### src/rtl/bin2bcd_seq.sv
// bin2bcd_seq: sequential 8-bit binary to 3-digit packed BCD converter.
// Uses shift-add-3 (double dabble), one iteration per clock, with a
// start/busy/done handshake. All outputs come straight from flops.
module bin2bcd_seq (
    input  logic        clk,
    input  logic        rst,
    input  logic        start,
    input  logic [7:0]  bin,
    output logic        busy,
    output logic        done,
    output logic [11:0] bcd
);

    typedef enum logic [1:0] {
        IDLE  = 2'd0,
        SHIFT = 2'd1,
        DONE  = 2'd2
    } state_t;

    state_t      state_q, state_d;
    logic [19:0] scratch_q, scratch_d;
    logic [2:0]  cnt_q, cnt_d;
    logic [11:0] bcd_q, bcd_d;
    logic        busy_q, busy_d;
    logic        done_q, done_d;

    logic [11:0] adjusted;
    logic [19:0] shifted;

    // Add 3 to a BCD nibble that is 5 or more, so the following shift carries
    // correctly into the next decimal digit.
    function automatic logic [3:0] add3(input logic [3:0] n);
        return (n >= 4'd5) ? (n + 4'd3) : n;
    endfunction

    // Next-state and datapath: one double-dabble iteration per SHIFT cycle;
    // a request is accepted from either IDLE or DONE.
    always_comb begin
        state_d   = state_q;
        scratch_d = scratch_q;
        cnt_d     = cnt_q;
        bcd_d     = bcd_q;
        busy_d    = 1'b0;
        done_d    = 1'b0;

        adjusted  = {add3(scratch_q[19:16]), add3(scratch_q[15:12]), add3(scratch_q[11:8])};
        shifted   = {adjusted[10:0], scratch_q[7:0], 1'b0};

        unique case (state_q)
            IDLE, DONE: begin
                if (start) begin
                    state_d   = SHIFT;
                    scratch_d = {12'h000, bin};
                    cnt_d     = 3'd0;
                    busy_d    = 1'b1;
                end else begin
                    state_d = IDLE;
                end
            end
            SHIFT: begin
                scratch_d = shifted;
                cnt_d     = cnt_q + 3'd1;
                if (cnt_q == 3'd7) begin
                    state_d = DONE;
                    bcd_d   = shifted[19:8];
                    done_d  = 1'b1;
                end else begin
                    busy_d  = 1'b1;
                end
            end
            default: begin
                state_d = IDLE;
            end
        endcase
    end

    // State, datapath and registered handshake outputs; reset aborts any
    // conversion in flight and clears the previous result.
    always_ff @(posedge clk or posedge rst) begin
        if (rst) begin
            state_q   <= IDLE;
            scratch_q <= 20'h00000;
            cnt_q     <= 3'd0;
            bcd_q     <= 12'h000;
            busy_q    <= 1'b0;
            done_q    <= 1'b0;
        end else begin
            state_q   <= state_d;
            scratch_q <= scratch_d;
            cnt_q     <= cnt_d;
            bcd_q     <= bcd_d;
            busy_q    <= busy_d;
            done_q    <= done_d;
        end
    end

    assign busy = busy_q;
    assign done = done_q;
    assign bcd  = bcd_q;

endmodule

### config.mk
export PLATFORM = sky130hd
export DESIGN_NAME = bin2bcd_seq
export DESIGN_NICKNAME = d
export VERILOG_FILES = /design/src/rtl/bin2bcd_seq.sv
export SDC_FILE = /design/constraint.sdc
export NUM_CORES = 1
export LEC_CHECK = 0
export CORE_ASPECT_RATIO = 0.6
export CORE_MARGIN = 2
export CORE_UTILIZATION = 54
export DETAILED_ROUTE_END_ITERATION = 10
export PLACE_DENSITY = 0.79
export REMOVE_ABC_BUFFERS = 1
export SLEW_MARGIN = 20
export SYNTH_ARGS = -nofsm -noshare
export SYNTH_HDL_FRONTEND = slang
export SYNTH_SLANG_ARGS = --single-unit
### constraint.sdc
create_clock -name clk -period 1.75 [get_ports clk]
set_input_delay 0.175 -clock clk [delete_from_list [all_inputs] [get_ports clk]]
set_output_delay 0.175 -clock clk [all_outputs]
set_load 0.05 [all_outputs]
==> results.py, run 1 <==
metrics = {
    "placed_design": {
        "place_congestion": 0.8177,
        "numPortBuffers": 24,
        "hpwl_um": 2656,
        "place_area_um2": 2148,
    },
    "cts": {
        "numCtsBuffers": 5,
        "cts_tree": "built",
        "clkSinkCount": 39,
        "ctsHoldBuffers": 0,
        "htreeDepth": 2,
        "clock_latency_ps": 300,
        "clk_pin_slew_ps": 80,
        "clockBufferDepth": 2,
        "ctsRootBufferMaster": "clkbuf_8",
    },
    "critical_path": {
        "cp_max_fo": 4,
        "critical_path_class": "reg -> reg",
        "slowest_stage": "dfrtp_1",
        "cp_num_buf_inv": 1,
        "worstPathRequired_ps": 1970,
        "endpoint": "scratch_q[18]$_DFFE_PP0P_",
        "timing.rr.end": "scratch_q[18]$_DFFE_PP0P_",
        "cpPeakStageDelay_ps": 430,
        "crit_path_start": "scratch_q[16]$_DFFE_PP0P_",
        "regToRegStartpoint": "scratch_q[16]$_DFFE_PP0P_",
        "critPathTopFamily": "flip-flops",
        "cp.depth": 6,
        "worstSetupStartpointType": "register",
        "critPathArrivalTime_ps": 1880,
        "reg2reg_depth": 6,
        "worst-r2r-setup-slack_ps": 90,
        "worst_setup_path_end_kind": "register",
        "crit_chain": "inv_1 > ha_1 > nand2b_1 > a21oi_1 > mux2_2 > o21ai_0",
    },
    "logic_synthesis": {
        "ys_ff_latch": 39,
        "yosysWarnings": 0,
        "synth.largest_area_cell": "dfrtp_1",
        "ys_types": 30,
        "ys_seq_area_share_pct": 51.97,
        "synth.avg_cell_area_um2": 10.73,
        "syn_inst": 175,
        "netlist_top_cells_area": "dfrtp_1 52%, o21ai_0 6.4%, ha_1 5.3%, mux2i_1 4.3%, a21oi_1 3.7%",
        "syn_area_um2": 1878,
        "synth_top_area_share_pct": 51.97,
    },
    "detailed_routing": {
        "drc_errors": 0,
        "wirelength_um": 3844,
        "ant_nets": 0,
        "wire_per_inst_um": 15.38,
        "drtIter0Drc": 51,
        "num_vias": 1407,
        "firstDrtPassIters": 4,
        "vias_per_cell": 5.628,
    },
    "die": {
        "start_util_pct": 57.20,
        "die_w_um": 80.14,
        "dieArea_um2": 3981,
        "die_h_um": 49.68,
        "rows": 16,
        "coreArea_um2": 3283,
        "boundaryPins": 25,
    },
    "power": {
        "pwr-share-clk_pct": 15.9,
        "sw_frac_of_total_pct": 43.22,
        "pwr_density_cell_nw_per_um2": 2155,
        "combPwrFrac_pct": 50.4,
        "switchingPower_uw": 2123,
        "irDropWorstVdd_mv": 1.307,
        "p_seq_share_pct": 33.7,
        "p_leak_uw": 0.001002,
        "p_int_uw": 2790,
    },
    "final_layout": {
        "fin_area_um2": 2280,
        "final_common_cell": "dfrtp_1",
        "area_delta_synth_final_pct": 21.39,
        "antenna-diode-count": 0,
        "fillers": 255,
        "layout_common_cells": "39 x dfrtp_1, 24 x o21ai_0, 24 x clkdlybuf4s50_1",
        "fin_nets": 223,
        "layout-drive-gt1-share_pct": 14.15,
    },
    "timing": {
        "max_freq_ghz": 0.6009,
        "fin_crit_sh_pct": 95.09,
        "fin_setup_tns_ps": 0,
        "rsz0062_at_grt": "false",
        "skew_ps": 9.182,
        "maxSlewViolCount": 0,
        "finalSetupViolCount": 0,
        "slew_headroom_pct": 66.55,
        "finalCriticalPeriod_ps": 1664,
        "hold_viol": 0,
        "worst_pin_slew_ps": 500.2,
    },
    "min_path": {
        "hold_class": "in -> async",
    },
    "grt": {
        "grt_pass1_vias": 1410,
        "grt_max_degree": 40,
        "antenna_found_initial": 0,
        "grt_pass1_wl_um": 6568,
        "grt_overflow": 0,
        "grt_usage_pct": 22.10,
    },
    "outcome": {
        "status": "finished clean",
    },
    "job": {
        "maxCapViolCount": 0,
    },
}
-- cells in the mapped netlist --
master     n
buf_4      1
buf_2      3
nor2b_4    1
dfrtp_1   39
or3b_2     2
a211oi_1   6
buf_8      1
nor3b_1    2
nor3_1     3
a21oi_1   14
inv_2      1
a22o_1     5
nand2b_1   3
o21ai_0   24
nor2b_1    6
nand2_1   16
ha_1       8
inv_1      9
and2_4     1
mux2_2     5
nand2b_4   2
nand2_2    1
nand3_1    1
o22ai_1    1
nor2_1     4
a31oi_1    2
clkbuf_1   1
mux2i_1    8
buf_6      2
xnor2_1    3
-- logic make-up (layout without fill, tap and decap cells) --
logic type      Yosys count  count (layout)  synth area share (%)
fa+ha+maj                 8               8                 5.330
buf+inv                  18              48                 5.395
flops                    39              39                 51.97
xor+xnor                  3               3                 1.399
simple gates             42              42                 12.79
compound gates           52              52                 15.86
mux                      13              13                 7.262
-- routing by layer --
| metal | wire length (um) | vias to the layer above | GRT usage [%] |
|---|---|---|---|
| li1 | - | 665 | - |
| met3 | 203 | 10 | 6.044 |
| met1 | 1750 | 689 | 28.43 |
| met2 | 1806 | 43 | 35.14 |
| met4 | 83 | 0 | 9.887 |
| met5 | 0 | - | 0 |
-- per-stage QoR --
stage | setup WS, ps | util (%) | total power (uW) | hold WS, ps | cells
floorplan | 134.4 | - | 3317 | 311.9 | 167
global placement | 190.8 | 65.43 | 3926 | 463.6 | 241
detailed placement | 50.31 | 65.43 | 4077 | 469.6 | 241
CTS | 56.69 | 69.13 | 4890 | 305.7 | 249
global route | 6.979 | 69.44 | 5236 | 368.6 | 250
finish | 85.86 | 69.44 | 4913 | 291.2 | 250
-- worst reg2reg max path, delay by kind of cell, from the launching register on --
kind	cells	cell delay, ps
flip-flops	1	430
buffers and inverters	1	80
AND/OR/NAND/NOR	1	70
multiplexers	1	390
adder cells (fa/ha/maj)	1	220
AO/OA/AOI/OAI	2	400
-- power groups by stage --
| stage | clock [uW] | combinational (uW) | sequential [uW] |
|---|---|---|---|
| floorplan | 0 | 1170 | 2150 |
| global placement | 0 | 2310 | 1620 |
| detailed placement | 0 | 2420 | 1660 |
| CTS | 791 | 2450 | 1650 |
| global route | 831 | 2700 | 1700 |
| finish | 781 | 2480 | 1650 |
-- registers in the layout, summed over array words and instances (netlist names) --
register,cells
busy,1
scratch_q,20
bcd,12
done,1
state_q,2
cnt_q,3
-- layout make-up --
class | instances | area (um2) | share of cell area, %
multi-input combinational | 118 | 807.0 | 35.40
tap | 45 | 56.30 | 2.470
sequential | 39 | 975.9 | 42.81
clock inverter | 2 | 35.03 | 1.537
inverter | 10 | 37.54 | 1.647
clock buffer | 6 | 82.58 | 3.622
timing repair buffer | 30 | 285.3 | 12.51
-- worst min path at each step --
stage | endpoint | slack [ps] | depth (start not counted)
detailed placement | bcd[10]$_DFFE_PP0P_ | 470 | 2
CTS | cnt_q[0]$_DFFE_PP0P_ | 310 | 3
floorplan | busy$_DFF_PP0_ | 310 | 2
finish | cnt_q[0]$_DFFE_PP0P_ | 290 | 3
global placement | bcd[1]$_DFFE_PP0P_ | 460 | 2
global route | scratch_q[1]$_DFFE_PP0P_ | 370 | 3
-- repair_timing --
action	4_1_cts	5_1_grt
gates resized for setup	1	1
setup endpoints to repair	1	2
cloned	0	0
setup buffers	0	1
endpoints found under the hold margin	0	0
pin swaps	0	1
No activity file was read; power rests on OpenSTA's default activity.
==> inputs of run 2 (changes only) <==
CORE_ASPECT_RATIO = 1.4   (was 0.6)
==> results.py, run 2 (synthesis gave the netlist of run 1 again) <==
metrics = {
    "critical_path": {
        "critPathTopFamily": "buffers and inverters",
        "worst_setup_path_end_kind": "output pin",
        "crit_chain": "clkdlybuf4s50_1",
        "cp_num_buf_inv": 1,
        "worstPathRequired_ps": 1570,
        "cpPeakStageDelay_ps": 810,
        "worstSetupStartpointType": "register",
        "critical_path_class": "reg -> out",
        "slowest_stage": "clkdlybuf4s50_1",
        "critPathArrivalTime_ps": 1460,
        "cp_max_fo": 2,
    },
    "detailed_routing": {
        "wire_per_inst_um": 15.43,
        "ant_nets": 0,
        "drtIter0Drc": 39,
        "vias_per_cell": 5.520,
        "drc_errors": 0,
        "wirelength_um": 3764,
        "num_vias": 1347,
        "firstDrtPassIters": 4,
    },
    "grt": {
        "grt_pass1_wl_um": 6555,
        "grt_overflow": 0,
        "grt_usage_pct": 22.90,
        "antenna_found_initial": 0,
        "grt_pass1_vias": 1451,
        "grt_max_degree": 40,
    },
    "cts": {
        "ctsRootBufferMaster": "clkbuf_8",
        "clk_pin_slew_ps": 70,
        "clock_latency_ps": 290,
        "numCtsBuffers": 5,
        "clkSinkCount": 39,
        "htreeDepth": 2,
        "clockBufferDepth": 2,
        "cts_tree": "built",
    },
    "power": {
        "switchingPower_uw": 2076,
        "irDropWorstVdd_mv": 1.183,
        "combPwrFrac_pct": 51.5,
        "p_leak_uw": 0.0009885,
        "sw_frac_of_total_pct": 43.70,
        "pwr-share-clk_pct": 13.8,
        "p_int_uw": 2674,
        "pwr_density_cell_nw_per_um2": 2106,
        "p_seq_share_pct": 34.6,
    },
    "final_layout": {
        "layout-drive-gt1-share_pct": 14.22,
        "final_common_cell": "dfrtp_1",
        "fin_area_um2": 2256,
        "largest-register": "scratch_q",
        "fin_nets": 222,
        "layout_common_cells": "39 x dfrtp_1, 24 x clkdlybuf4s50_1, 23 x o21ai_0",
        "antenna-diode-count": 0,
        "largest_register_ffs": 20,
        "fin_cells": 244,
        "area_delta_synth_final_pct": 20.12,
        "fillers": 260,
    },
    "timing": {
        "finalCriticalPeriod_ps": 1638,
        "max_freq_ghz": 0.6104,
        "maxSlewViolCount": 0,
        "skew_ps": 3.095,
        "fin_crit_sh_pct": 93.62,
        "worst_pin_slew_ps": 516.2,
        "finalSetupViolCount": 0,
        "hold_viol": 0,
        "slew_headroom_pct": 65.48,
    },
    "placed_design": {
        "hpwl_um": 2606,
        "place_area_um2": 2142,
        "place_congestion": 0.7352,
        "numPortBuffers": 24,
        "dp_cells": 236,
    },
    "min_path": {
        "hold_class": "in -> async",
    },
    "die": {
        "boundaryPins": 25,
        "die_h_um": 73.78,
        "coreArea_um2": 3347,
        "start_util_pct": 56.11,
        "rows": 25,
        "die_w_um": 53.84,
        "dieArea_um2": 3972,
    },
    "outcome": {
        "status": "finished clean",
    },
    "job": {
        "maxCapViolCount": 0,
    },
}
-- run 2: power by group through the flow --
stage	registers [uW]	logic [uW]	clock network, uW
3_3_place_gp	1610	2300	0
6_report	1640	2450	657
4_1_cts	1630	2430	676
5_1_grt	1700	2700	714
3_5_place_dp	1650	2410	0
2_1_floorplan	2150	1170	0
-- run 2: path summary, 6_finish.rpt --
| path | slack, ps | end | cells past startpoint | start |
|---|---|---|---|---|
| min reg2reg | 480 | bcd[1]$_DFFE_PP0P_ | 2 | bcd[1]$_DFFE_PP0P_ |
| max in group asynchronous | 1120 | bcd[6]$_DFFE_PP0P_ | 3 | rst |
| max | 110 | bcd[2] | 1 | bcd[2]$_DFFE_PP0P_ |
| max reg2reg | 120 | bcd[2]$_DFFE_PP0P_ | 6 | scratch_q[8]$_DFFE_PP0P_ |
| min in group clk | 480 | bcd[1]$_DFFE_PP0P_ | 2 | bcd[1]$_DFFE_PP0P_ |
| min | 290 | scratch_q[7]$_DFFE_PP0P_ | 3 | rst |
-- run 2: metal layers --
metal / GRT usage, % / vias up / share of wire (%)
met1: 25.60 / 650 / 40
met2: 40.65 / 26 / 55
met3: 5.488 / 7 / 3.6
met5: 0 / - / 0
met4: 8.547 / 0 / 1.6
li1: - / 664 / -
-- run 2: cell type report --
class                   instances  area (um2)  area share (%)
clock buffers                   8       100.1           4.437
well taps                      40       50.05           2.219
multi-input cells             118       814.5           36.11
flip-flops and latches         39       975.9           43.26
inverters                      10       37.54           1.664
repair buffers                 29       277.8           12.31
-- run 2: timing repair --
action / in CTS / in global routing
hold endpoints to repair: 0 / 0
gates resized for setup: 0 / 5
setup endpoints to repair: 0 / 5
buffers inserted: 0 / 0
hold buffers: 0 / 0
-- run 2: metrics by stage --
step / total power (uW) / worst slack (ps) / hold slack (ps) / TNS (ps) / util, %
after floorplan: 3317 / 134.4 / 311.9 / 0 / -
after global placement: 3904 / 174.6 / 460.2 / 0 / 64.00
after global routing: 5123 / -4.366 / 365.0 / -4.366 / 67.40
after detailed placement: 4059 / 31.28 / 473.4 / 0 / 64.00
after CTS: 4736 / 13.64 / 310.5 / 0 / 66.99
final: 4750 / 111.7 / 294.0 / 0 / 67.40
